===== config.mk =====
export PLATFORM = sky130hd
export DESIGN_NAME = signed_divider
export DESIGN_NICKNAME = d
export VERILOG_FILES = /design/src/rtl/div_pkg.sv /design/src/rtl/add_sub.sv /design/src/rtl/signed_divider.sv
export SDC_FILE = /design/constraint.sdc
export NUM_CORES = 1
export LEC_CHECK = 0
export BUFFER_PORTS_ARGS = -buffer_cell sky130_fd_sc_hd__buf_2
export CORE_ASPECT_RATIO = 0.75
export CORE_MARGIN = 3
export CORE_UTILIZATION = 41
export DETAILED_ROUTE_END_ITERATION = 10
export REMOVE_ABC_BUFFERS = 1
export SLEW_MARGIN = 20
export SYNTH_ARGS = -nofsm -noshare
export SYNTH_HDL_FRONTEND = slang
export SYNTH_SLANG_ARGS = --single-unit

===== constraint.sdc =====
create_clock -name clk -period 3.45 [get_ports clk]
set_input_delay 1.035 -clock clk [delete_from_list [all_inputs] [get_ports clk]]
set_output_delay 1.035 -clock clk [all_outputs]
set_load 0.02 [all_outputs]

===== src/rtl/div_pkg.sv =====
// Shared definitions for the signed divider: FSM state encoding,
// default operand width and iteration-counter sizing.
package div_pkg;

    typedef enum logic [1:0] {
        IDLE = 2'd0,
        CALC = 2'd1,
        CORR = 2'd2,
        DONE = 2'd3
    } div_state_e;

    localparam int DIV_WIDTH = 8;
    localparam int DIV_CNT_W = $clog2(DIV_WIDTH + 1);

    // Counter width able to hold every value 0..w.
    function automatic int cnt_width(input int w);
        return $clog2(w + 1);
    endfunction

endpackage


===== src/rtl/add_sub.sv =====
// Combinational W-bit adder/subtractor. With sub=1 the B operand is
// inverted and a carry of one is injected, giving a - b.
module add_sub #(
    parameter int W = 9
) (
    input  logic [W-1:0] a,
    input  logic [W-1:0] b,
    input  logic         sub,
    output logic [W-1:0] sum
);

    logic [W-1:0] b_eff;

    assign b_eff = b ^ {W{sub}};
    assign sum   = a + b_eff + {{(W-1){1'b0}}, sub};

endmodule


===== src/rtl/signed_divider.sv =====
// Multi-cycle signed divider. Operands are reduced to magnitudes, divided
// with an unsigned non-restoring loop (one bit per cycle), then the
// remainder is corrected and signs are re-applied. Quotient truncates
// toward zero; remainder takes the sign of the dividend.
module signed_divider
    import div_pkg::*;
#(
    parameter int WIDTH = DIV_WIDTH
) (
    input  logic             clk,
    input  logic             rst_n,
    input  logic             start,
    input  logic [WIDTH-1:0] dividend,
    input  logic [WIDTH-1:0] divisor,
    output logic [WIDTH-1:0] quotient,
    output logic [WIDTH-1:0] remainder,
    output logic             busy,
    output logic             done,
    output logic             div_by_zero,
    output logic             overflow
);

    localparam int CNT_W = cnt_width(WIDTH);
    localparam int AW    = WIDTH + 1;

    localparam logic [WIDTH-1:0] MIN_NEG  = {1'b1, {(WIDTH-1){1'b0}}};
    localparam logic [WIDTH-1:0] ALL_ONES = {WIDTH{1'b1}};

    div_state_e state, state_nxt;

    // Partial remainder (signed, one guard bit), shifting quotient register,
    // divisor magnitude and the bookkeeping latched at start.
    logic [AW-1:0]    acc;
    logic [WIDTH-1:0] quo_sh;
    logic [WIDTH-1:0] dsr_mag;
    logic [CNT_W-1:0] cnt;
    logic             sgn_q;
    logic             sgn_r;
    logic             ovf_pend;

    // Operand conditioning at request time. The magnitude of the most
    // negative value is 2^(WIDTH-1), which still fits in WIDTH unsigned bits.
    logic [WIDTH-1:0] dvd_mag_in;
    logic [WIDTH-1:0] dsr_mag_in;
    logic             dsr_zero;
    logic             is_ovf;
    logic             last_iter;

    assign dvd_mag_in = dividend[WIDTH-1] ? (~dividend + 1'b1) : dividend;
    assign dsr_mag_in = divisor[WIDTH-1]  ? (~divisor + 1'b1)  : divisor;
    assign dsr_zero   = (divisor == '0);
    assign is_ovf     = (dividend == MIN_NEG) && (divisor == ALL_ONES);
    assign last_iter  = (cnt == CNT_W'(WIDTH - 1));

    // Single shared adder: CALC uses it for the shifted add/subtract step,
    // CORR uses it to add the divisor back to a negative remainder.
    logic [AW-1:0] as_a;
    logic [AW-1:0] as_b;
    logic          as_sub;
    logic [AW-1:0] as_sum;
    logic [AW-1:0] rem_fix;

    assign as_b = {1'b0, dsr_mag};

    // Select adder operands for the current phase.
    always_comb begin
        as_a   = acc;
        as_sub = 1'b0;
        if (state == CALC) begin
            as_a   = {acc[AW-2:0], quo_sh[WIDTH-1]};
            as_sub = ~acc[AW-1];
        end
    end

    add_sub #(
        .W (AW)
    ) u_add_sub (
        .a   (as_a),
        .b   (as_b),
        .sub (as_sub),
        .sum (as_sum)
    );

    assign rem_fix = acc[AW-1] ? as_sum : acc;

    // State register.
    always_ff @(posedge clk) begin
        if (!rst_n) state <= IDLE;
        else        state <= state_nxt;
    end

    // Next-state logic: start is only looked at in IDLE.
    always_comb begin
        state_nxt = state;
        case (state)
            IDLE:    if (start) state_nxt = dsr_zero ? DONE : CALC;
            CALC:    if (last_iter) state_nxt = CORR;
            CORR:    state_nxt = DONE;
            DONE:    state_nxt = IDLE;
            default: state_nxt = IDLE;
        endcase
    end

    // Datapath and result registers; results hold until the next accepted start.
    always_ff @(posedge clk) begin
        if (!rst_n) begin
            acc         <= '0;
            quo_sh      <= '0;
            dsr_mag     <= '0;
            cnt         <= '0;
            sgn_q       <= 1'b0;
            sgn_r       <= 1'b0;
            ovf_pend    <= 1'b0;
            quotient    <= '0;
            remainder   <= '0;
            div_by_zero <= 1'b0;
            overflow    <= 1'b0;
        end else begin
            case (state)
                IDLE: begin
                    if (start) begin
                        acc      <= '0;
                        cnt      <= '0;
                        quo_sh   <= dvd_mag_in;
                        dsr_mag  <= dsr_mag_in;
                        sgn_q    <= dividend[WIDTH-1] ^ divisor[WIDTH-1];
                        sgn_r    <= dividend[WIDTH-1];
                        ovf_pend <= is_ovf;
                        if (dsr_zero) begin
                            quotient    <= ALL_ONES;
                            remainder   <= dividend;
                            div_by_zero <= 1'b1;
                            overflow    <= 1'b0;
                        end
                    end
                end
                CALC: begin
                    acc    <= as_sum;
                    quo_sh <= {quo_sh[WIDTH-2:0], ~as_sum[AW-1]};
                    cnt    <= cnt + 1'b1;
                end
                CORR: begin
                    acc         <= rem_fix;
                    quotient    <= sgn_q ? (~quo_sh + 1'b1) : quo_sh;
                    remainder   <= sgn_r ? (~rem_fix[WIDTH-1:0] + 1'b1)
                                         : rem_fix[WIDTH-1:0];
                    div_by_zero <= 1'b0;
                    overflow    <= ovf_pend;
                end
                default: ;
            endcase
        end
    end

    assign busy = (state != IDLE);
    assign done = (state == DONE);

endmodule


==> summary.md <==
| Metric | Value |
|---|---|
| Status | complete, no violations |
| Port bufs | 38 |
| Root Buffer | clkbuf_16 |
| CTS Hold Bufs | 0 |
| Initial Utilization | 0.432 |
| Die width | 112 um |
| Top cells by area, synth | dfxtp_1, nor2_1, ha_1, a21oi_1, xor2_1 |
| Cells after Synth | 443 |
| Initial antenna violation count | 0 |
| Synth Area in XOR/XNOR | 0.0855 |
| Antenna Nets Post-Route | 0 |
| First-pass GRT wire length | 15400 um |
| Most frequent cells in the layout | nor2_1, dfxtp_1, nand2_1, a21oi_1, buf_2 |
| Synthesized area per cell | 7.87 um2 |
| Final Core Density | 0.492 |
| Max Buffers Root-to-Sink | 2 |
| EDFF count, synth | 0 |
| DIE AREA | 0.00965 mm2 |
| Slew margin rel. | 0.439 |
| Area grow syn2layout | 13.8% |
| R2R Path Start | state[1]$_SDFFE_PN0P_ |
| Rows | 28 |
| Die H | 85.8 um |
| Placement Cell Area | 0.00381 mm2 |
| Initial DRC count | 210 |
| Crit path buffers/inverters | 1 |
| Mux share of post-synthesis cell area | 0.0557 |
| Setup violators final | 0 |
| Largest net degree at the start of global routing | 29 |
| Slowest stage delay, CP | 0.42 ns |
| Crit-path max FO | 8 |
| HPWL Detailed | 7070 um |
| Synth Area in Compound Gates | 0.239 |
| Reg-to-Reg End | remainder[7]$_SDFFE_PN0P_ |
| Sequential share of the synthesized area | 0.299 |
| Hold Path End | overflow$_SDFFE_PN0P_ |
| Clk slew on worst S/H paths | 0.07 ns |
| Mapped Area | 0.00348 mm2 |
| Hold WC Path Type | reg -> reg |
| Tmin final | 3.20 ns |
| GRT Total Usage | 0.198 |
| R2R depth | 12 |
| Hold Fails Final Rpt | 0 |
| WP data required | 3.63 ns |
| HP Start | overflow$_SDFFE_PN0P_ |
| Cts bufs inserted | 5 |
| Synthesized flop and latch total | 52 |
| Routed wire length per instance | 16.0 um |
| Synth top area share | 0.299 |
| Final wirelength | 9360 um |
| Ports | 39 |
| Critical Path End Type | flip-flop |
| CP Cell Sequence | inv_1 > ha_2 > mux2i_2 > mux2_2 > fa_1 > nor2b_1 > o31a_1 > nor3_1 > o32a_1 > o41ai_2 > xnor2_1 > o211ai_2 |
| Static Leakage | 1.58 nW |
| Slew @ Worst Pin | 0.841 ns |
| Synth Area in Adders | 0.0668 |
| Setup CP Type | reg -> reg |
| Layout Nets | 514 |
| Tcrit/Tclk final | 0.926 |
| Vias in the first global route | 3010 |
| Grt ovf | 0 |
| Clock skew | 0.00726 ns |
| Peak Freq | 313 MHz |
| Critical Path Start Type | flip-flop |
| Top cell type by total area after synthesis | dfxtp_1 |
| Share of flip-flops with an asynchronous set or reset | 0 |
| Worst reg2reg setup slack | 0.25 ns |
| Commonest non-fill, non-tap cell in the layout | nor2_1 |
| Layout cell share with drive strength beyond 1 | 0.167 |
| Fill count | 821 |
| Final instance area | 0.00397 mm2 |
| H-tree level count | 2 |
| Clock sink count | 52 |
| RSZ-0062 raised after global routing | false |
| Detailed Routing Iterations Pass 1 | 5 |
| Syn. warnings | 0 |
| Cell variety after synth | 58 |
| Worst VDD drop | 0.278 mV |
| Synth Area in Simple Gates | 0.202 |
| CTS tree | built |
| Pins Over Slew Limit | 0 |
| Power per cell area | 735 mW/mm2 |
| Max Cap Viol | 0 |
| Worst-Skew Late Latency | 0.29 ns |
| GPL Wtd Cong | 0.914 |
| Post-route DRC | 0 |
| Hold Path Stages | 2 |
| Vias/cell | 5.60 |
| CP top delay family | compound AO/OA/AOI/OAI gates |
| Core Area | 0.00806 mm2 |
| Largest family of logic cells by synthesized area | compound AO/OA/AOI/OAI gates |
| Crit path DAT | 3.38 ns |
| Critical-path top delay cell | o32a_1 |
| Primary FF master, synth | dfxtp_1 |
| ANT cells | 0 |
| Vias | 3265 |
## per-stage QoR
step	TNS (ns)	hold WS, ns	worst slack [ns]	std cells	power [W]
5_1_grt	0	0.478	0.0489	583	0.00313
2_1_floorplan	-3.40	0.444	-0.454	416	0.00192
3_5_place_dp	0	0.445	0.106	575	0.00238
4_1_cts	0	0.461	0.102	583	0.00290
3_3_place_gp	0	0.439	0.183	575	0.00236
6_report	0	0.453	0.255	583	0.00291
## power by group
part,internal (W),switching (W)
Combinational,0.000598,0.000940
Sequential,0.000732,0.000133
Clock,0.000290,0.000221
Total,0.00162,0.00129
## worst reg2reg max path, stage by stage (launching register included)
cell,delay [ns]
dfxtp_1,0.37
inv_1,0.08
ha_2,0.24
mux2i_2,0.20
mux2_2,0.31
fa_1,0.41
nor2b_1,0.21
o31a_1,0.22
nor3_1,0.07
o32a_1,0.42
o41ai_2,0.32
xnor2_1,0.17
o211ai_2,0.08
## layout make-up
class	count	area (um2)	share of cell area
repair buffers	54	310	0.0783
flip-flops and latches	52	1040	0.263
well taps	105	131	0.0331
inverters	17	63.8	0.0161
multi-input cells	347	2270	0.573
clock buffers	8	146	0.0369
## registers in the layout, indices dropped and copies added (netlist names)
signal,flops
acc,9
cnt,4
div_by_zero,1
dsr_mag,8
overflow,1
ovf_pend,1
quo_sh,8
quotient,8
remainder,8
sgn_q,1
sgn_r,1
state,2
## metal layers
metal  routed length (um)  track usage  share of wire
met5                    0            0              0
met4                  106       0.0426          0.011
met3                  691       0.0416          0.074
met2                 3620        0.281           0.39
met1                 4940        0.307           0.53
## synth_stat cells (4+ instances only)
master / count
a21oi_1: 38
xnor2_1: 16
nand4_1: 8
o22ai_1: 6
nor2b_1: 4
xor2_1: 18
dfxtp_1: 52
a21o_1: 4
inv_1: 14
nor2_1: 57
nand2b_1: 7
a311oi_1: 6
ha_1: 17
clkbuf_1: 17
a31oi_1: 4
nand3_1: 9
o21a_1: 4
mux2_2: 8
and2_1: 4
o21ai_0: 17
a211oi_1: 14
o31ai_1: 6
o21ai_1: 5
mux2i_1: 9
buf_2: 5
nor4_1: 4
nor3_1: 9
nand2_1: 38
## cell families (layout without fill, tap and decap cells)
family | after synthesis | in the layout
mux | 18 | 18
fa+ha+maj | 18 | 18
simple gates | 151 | 151
xor+xnor | 34 | 34
flops | 52 | 52
compound gates | 126 | 126
buf+inv | 44 | 79
## how the worst max path moves through the flow
stage | slack [ns] | end | depth (start not counted) | from
2_1_floorplan | -0.45 | remainder[7]$_SDFFE_PN0P_ | 13 | state[1]$_SDFFE_PN0P_
5_1_grt | 0.05 | remainder[7]$_SDFFE_PN0P_ | 12 | state[1]$_SDFFE_PN0P_
6_report | 0.25 | remainder[7]$_SDFFE_PN0P_ | 12 | state[1]$_SDFFE_PN0P_
3_3_place_gp | 0.18 | remainder[7]$_SDFFE_PN0P_ | 13 | state[1]$_SDFFE_PN0P_
4_1_cts | 0.10 | remainder[7]$_SDFFE_PN0P_ | 13 | state[1]$_SDFFE_PN0P_
3_5_place_dp | 0.11 | remainder[7]$_SDFFE_PN0P_ | 13 | state[1]$_SDFFE_PN0P_
## repair_timing
item / in CTS / in global routing
setup endpoints to repair: 0 / 8
setup buffers: 0 / 0
resized for setup: 0 / 3
(Power assumes the default switching activity.)
